===== src/rtl/aes_pkg.sv =====
// Shared AES-128 types, round count and key-schedule helpers.
package aes_pkg;
    localparam int AES_NR = 10;

    typedef logic [127:0] state_t;
    typedef logic [31:0]  word_t;

    function automatic logic [7:0] rcon_lookup(input logic [3:0] rnd);
        logic [7:0] r;
        case (rnd)
            4'd0:    r = 8'h01;
            4'd1:    r = 8'h02;
            4'd2:    r = 8'h04;
            4'd3:    r = 8'h08;
            4'd4:    r = 8'h10;
            4'd5:    r = 8'h20;
            4'd6:    r = 8'h40;
            4'd7:    r = 8'h80;
            4'd8:    r = 8'h1b;
            4'd9:    r = 8'h36;
            default: r = 8'h00;
        endcase
        return r;
    endfunction

    // Byte 0 of a word lives at [7:0], so rotating left by one byte is a right shift.
    function automatic word_t rot_word(input word_t w);
        return {w[7:0], w[31:8]};
    endfunction
endpackage


===== src/rtl/aes_sbox.sv =====
// AES S-box byte: GF(2^8) multiplicative inverse (x^254) followed by the affine map.
module aes_sbox (
    input  logic [7:0] a,
    output logic [7:0] s
);
    function automatic logic [7:0] gf_mul(input logic [7:0] x, input logic [7:0] y);
        logic [7:0] p;
        logic [7:0] v;
        p = 8'h00;
        v = x;
        for (int i = 0; i < 8; i++) begin
            if (y[i]) p = p ^ v;
            v = {v[6:0], 1'b0} ^ (v[7] ? 8'h1b : 8'h00);
        end
        return p;
    endfunction

    // Builds x^127 by repeated square-and-multiply, then one more square gives x^254.
    function automatic logic [7:0] gf_inv(input logic [7:0] x);
        logic [7:0] r;
        r = x;
        for (int i = 0; i < 6; i++) begin
            r = gf_mul(gf_mul(r, r), x);
        end
        return gf_mul(r, r);
    endfunction

    function automatic logic [7:0] affine(input logic [7:0] b);
        return b ^ {b[6:0], b[7]} ^ {b[5:0], b[7:6]} ^ {b[4:0], b[7:5]}
                 ^ {b[3:0], b[7:4]} ^ 8'h63;
    endfunction

    assign s = affine(gf_inv(a));
endmodule


===== src/rtl/key_expand_step.sv =====
// One AES-128 key-schedule step: next round key from the current one and its rcon.
module key_expand_step
    import aes_pkg::*;
(
    input  state_t     rk,
    input  logic [7:0] rcon,
    output state_t     next_rk
);
    word_t rot;
    word_t sub;
    word_t t;
    word_t w0;
    word_t w1;
    word_t w2;
    word_t w3;

    assign rot = rot_word(rk[127:96]);

    for (genvar i = 0; i < 4; i++) begin : g_sbox
        aes_sbox u_sbox (
            .a (rot[8*i +: 8]),
            .s (sub[8*i +: 8])
        );
    end

    assign t  = sub ^ {24'h0, rcon};
    assign w0 = rk[31:0]   ^ t;
    assign w1 = rk[63:32]  ^ w0;
    assign w2 = rk[95:64]  ^ w1;
    assign w3 = rk[127:96] ^ w2;

    assign next_rk = {w3, w2, w1, w0};
endmodule


===== src/rtl/add_round_key_sched.sv =====
// AddRoundKey stage with on-the-fly AES-128 key schedule; rewinds to the cipher key
// after the last round so consecutive blocks need no reload.
module add_round_key_sched
    import aes_pkg::*;
#(
    parameter int NR = AES_NR
) (
    input  logic         clk,
    input  logic         rst_n,
    input  logic         key_load,
    input  logic [127:0] key_in,
    input  logic         in_valid,
    output logic         in_ready,
    input  logic [127:0] data_in,
    output logic         out_valid,
    input  logic         out_ready,
    output logic [127:0] data_out,
    output logic [3:0]   out_round,
    output logic         key_ready
);
    localparam logic [3:0] LAST_RND = 4'(NR);

    state_t     k0;
    state_t     rk;
    state_t     next_rk;
    logic [3:0] rnd;
    logic [7:0] rcon_cur;
    logic       accept;

    assign in_ready = key_ready & ~key_load & (~out_valid | out_ready);
    assign accept   = in_valid & in_ready;
    assign rcon_cur = rcon_lookup(rnd);

    key_expand_step u_step (
        .rk      (rk),
        .rcon    (rcon_cur),
        .next_rk (next_rk)
    );

    always_ff @(posedge clk or negedge rst_n) begin
        if (!rst_n) begin
            k0        <= '0;
            rk        <= '0;
            rnd       <= '0;
            key_ready <= 1'b0;
            data_out  <= '0;
            out_round <= '0;
            out_valid <= 1'b0;
        end else if (key_load) begin
            // A beat offered in the load cycle is dropped; in_ready is low here.
            k0        <= key_in;
            rk        <= key_in;
            rnd       <= '0;
            key_ready <= 1'b1;
            out_valid <= 1'b0;
        end else if (accept) begin
            data_out  <= data_in ^ rk;
            out_round <= rnd;
            out_valid <= 1'b1;
            if (rnd == LAST_RND) begin
                rk  <= k0;
                rnd <= '0;
            end else begin
                rk  <= next_rk;
                rnd <= rnd + 4'd1;
            end
        end else if (out_valid && out_ready) begin
            out_valid <= 1'b0;
        end
    end
endmodule


===== config.mk =====
export PLATFORM = sky130hd
export DESIGN_NAME = add_round_key_sched
export DESIGN_NICKNAME = d
export VERILOG_FILES = /design/src/rtl/aes_pkg.sv /design/src/rtl/aes_sbox.sv /design/src/rtl/key_expand_step.sv /design/src/rtl/add_round_key_sched.sv
export SDC_FILE = /design/constraint.sdc
export NUM_CORES = 2
export LEC_CHECK = 0
export CAP_MARGIN = 40
export CORE_AREA = 2 2 377 379
export CTS_BUF_LIST = sky130_fd_sc_hd__clkbuf_8
export DETAILED_ROUTE_END_ITERATION = 10
export DIE_AREA = 0 0 379 381
export PLACE_DENSITY_LB_ADDON = 0.1
export SLEW_MARGIN = 10
export SYNTH_ARGS = -nofsm -noshare
export SYNTH_HDL_FRONTEND = slang
export SYNTH_SLANG_ARGS = --single-unit

===== constraint.sdc =====
create_clock -name clk -period 22.7 [get_ports clk]
set_input_delay 4.54 -clock clk [delete_from_list [all_inputs] [get_ports clk]]
set_output_delay 4.54 -clock clk [all_outputs]
set_load 0.02 [all_outputs]

==> run metrics <==
Routed Antenna Nets=0; Setup WS post-layout=0.659 ns; status=complete, no violations; crit share post-route=a little over nine tenths; sequential share of the synthesized area=12.8%; highest clock rate=45.4 MHz; fraction of layout cells with a size suffix above 1=16.9%; Final Wtd Congestion=0.966; Synth Cell Area=~0.077 mm²; Crit path required time=~23 ns; DRT iter0 DRCs=between 7000 and 8000; maxcap violations=0; top post-synthesis cells by area=xnor2_1 (18%), xnor3_1 (13%), dfrtp_1 (13%); Critical Path AT=between 20 and 25 ns; CTS sink count=394; pin count of the biggest net entering global routing=130; routed wire length=266 mm; chip height=between 300 and 400 µm; core footprint=0.141 mm²; r2r worst-path depth=84; Nets=a little under 10000; most frequent cell after synthesis=xnor2_1; hold path depth=2; FF-to-FF Start=rk[111]; global-route usage over all layers=a little over a third; CTS root buf=clkbuf_8; Worst-path clk slew=approximately 0.07 ns; Remaining DRCs=0; GRT overflow=0; Layout area overhead=17.0%; full die area=between 0.1 and 0.15 mm²; Post-Place Setup Slack=-0.713 ns; Synth warnings=0; fin. max-slew vios=0; PortBufs=about 400; CP peak stage delay=between 0.5 and 0.6 ns; crit path max-delay cell type=or4_1; worst-skew pair later-pin latency=0.88 ns; # hold bufs at CTS=0; final hold vios=0; R2R Setup Slk=between 0.6 and 0.7 ns; CP endpoint kind=flip-flop; Die Span X=between 300 and 400 µm; Post-synth EDFFs=0; fin crit period=roughly 22 ns; DRT Pass-1 Iters=9; Worst slew margin=between 20% and 30%; fillcell total=around 12000; routed length per instance=around 23 µm; Synth async-reset ratio=100%; multi-input logic area=around 0.066 mm²; final setup vio count=0; RSZ-0062 raised after global routing=yes; Startpoint Class=flip-flop; Netlist cell types=roughly 120; Worst-Margin Slew=about 1.1 ns; Syn Area/Cell=roughly 8.4 µm²; Starting Density=54.6%; cells after synthesis=roughly 9000; Hold WS=0.426 ns; HPWL after detailed placement=slightly below 200 mm; CTS max path bufs=3; hold path startpoint=k0[68]; vias per inst=about 6; reg2reg end=rk[100]; Hold EP=rk[68]; FF+latch count, synth=between 300 and 400; DR vias=71300; Final Skew=roughly 0.11 ns; vias in the first global route=~68000; CTS tree=done; CTS buffer count=77; Rows=~140; Top FF cell, synth=dfrtp_1; FF/Latch Area=0.00990 mm²; H-tree levels=3; Yosys top cell area share=between 15 and 20%; Hold Path Class=reg -> reg; top cells by count, synth=xnor2_1 (1572), nand2_1 (1281), nor2_1 (695); net count after synthesis=around 9400; kind of critical path=reg -> reg; first-pass GRT wire length=between 400 and 500 mm; cell mode on critical path=xnor2_1; leading area contributor after synthesis=xnor2_1; initial antenna violation count=28; Max Fanout on Critical Path=13; I/O pins=roughly 400
-- critical path: cells and delay by family (launching register included) --
kind            cells  cell delay (ns)
simple gates       13             2.63
flops               1             0.51
xor+xnor           39            11.59
fa+ha+maj           6             2.21
compound gates     12             2.91
mux                 1             0.11
buf+inv            13             1.82
-- cell usage in the layout (no fill, tap or decap), types with 59 or more instances in the layout --
master | Yosys | layout
xnor2_1 | 1572 | 1472
nand2_1 | 1281 | 1278
buf_4 | 42 | 719
nor2_1 | 695 | 687
xor2_1 | 504 | 465
o21ai_0 | 441 | 438
xnor3_1 | 450 | 396
clkdlybuf4s50_1 | 0 | 393
dfrtp_1 | 394 | 362
a21oi_1 | 318 | 314
mux2i_1 | 224 | 220
nor3_1 | 178 | 174
xnor2_2 | 102 | 170
mux2_2 | 159 | 159
nand3_1 | 151 | 151
inv_1 | 102 | 119
a22oi_1 | 123 | 119
a222oi_1 | 109 | 109
clkbuf_8 | 0 | 90
nand2b_1 | 87 | 87
xnor3_2 | 25 | 78
and2_1 | 74 | 72
o211ai_1 | 72 | 72
xor3_1 | 70 | 63
nor2b_1 | 67 | 62
and3_1 | 59 | 59
-- logic make-up (layout without fill, tap and decap cells) --
family          after synthesis  count (layout)  share of synthesized area, %
compound gates             1821            1821                          16.6
xor+xnor                   2777            2779                          43.4
fa+ha+maj                    31              31                         0.502
buf+inv                     823            1415                          4.60
flops                       394             394                          12.8
mux                         385             385                          5.28
other cells                   0              20                             0
simple gates               2873            2873                          16.8
-- cell type report --
class	instances	area share (%)
Clock buffer	90	1.38
Antenna cell	20	0.0557
Timing Repair Buffer	1143	11.0
Multi-Input combinational cell	7889	72.9
Sequential cell	394	11.0
Tap cell	1890	2.63
Clock inverter	46	0.376
Inverter	136	0.585
-- worst max path at each step --
| stage | start | to | slack, ns | cells past startpoint |
|---|---|---|---|---|
| 2_1_floorplan | rk[112] | rk[111] | 0.009 | 94 |
| 3_3_place_gp | rk[109] | rk[102] | -0.38 | 76 |
| 3_5_place_dp | rk[123] | rk[55] | -0.71 | 82 |
| 4_1_cts | rk[119] | rk[108] | -0.01 | 75 |
| 5_1_grt | rk[104] | rk[100] | -0.11 | 89 |
| 6_report | rk[111] | rk[100] | 0.66 | 84 |
-- layer usage --
metal	wire length (µm)	up-vias	part of all wire (%)	global-route usage [%]
met1	112000	34600	42	48.7
li1	-	32900	-	-
met3	21800	557	8.2	4.82
met4	11000	6	4.1	14.4
met5	42	-	0.016	0
met2	121000	3238	45	55.4
-- metrics by stage --
step           std cells  setup TNS (ns)  util, %  cell area (µm²)
2_1_floorplan       9104               0        -            76900
3_3_place_gp       11300           -5.01     60.5            85000
3_5_place_dp       11300          -19.28     60.6            85100
4_1_cts            11500        -0.00999     62.0            87100
5_1_grt            11600          -0.994     63.9            89800
6_report           11600               0     63.9            89800
-- registers in the layout, summed over array words and instances (netlist names) --
name and count:
data_out 128, k0 128, rk 128, out_round 4, rnd 4, key_ready 1, out_valid 1
-- what timing repair did --
item                       in CTS  in global routing
resized for setup              41                284
setup buffers                   9                112
gates cloned                    0                  4
setup endpoints to repair      74                128
pin swaps                       7                 69
Power is left out: the tool's default activity adds up to more than one toggle a clock period on the data nets, which glitch-free logic cannot reach.
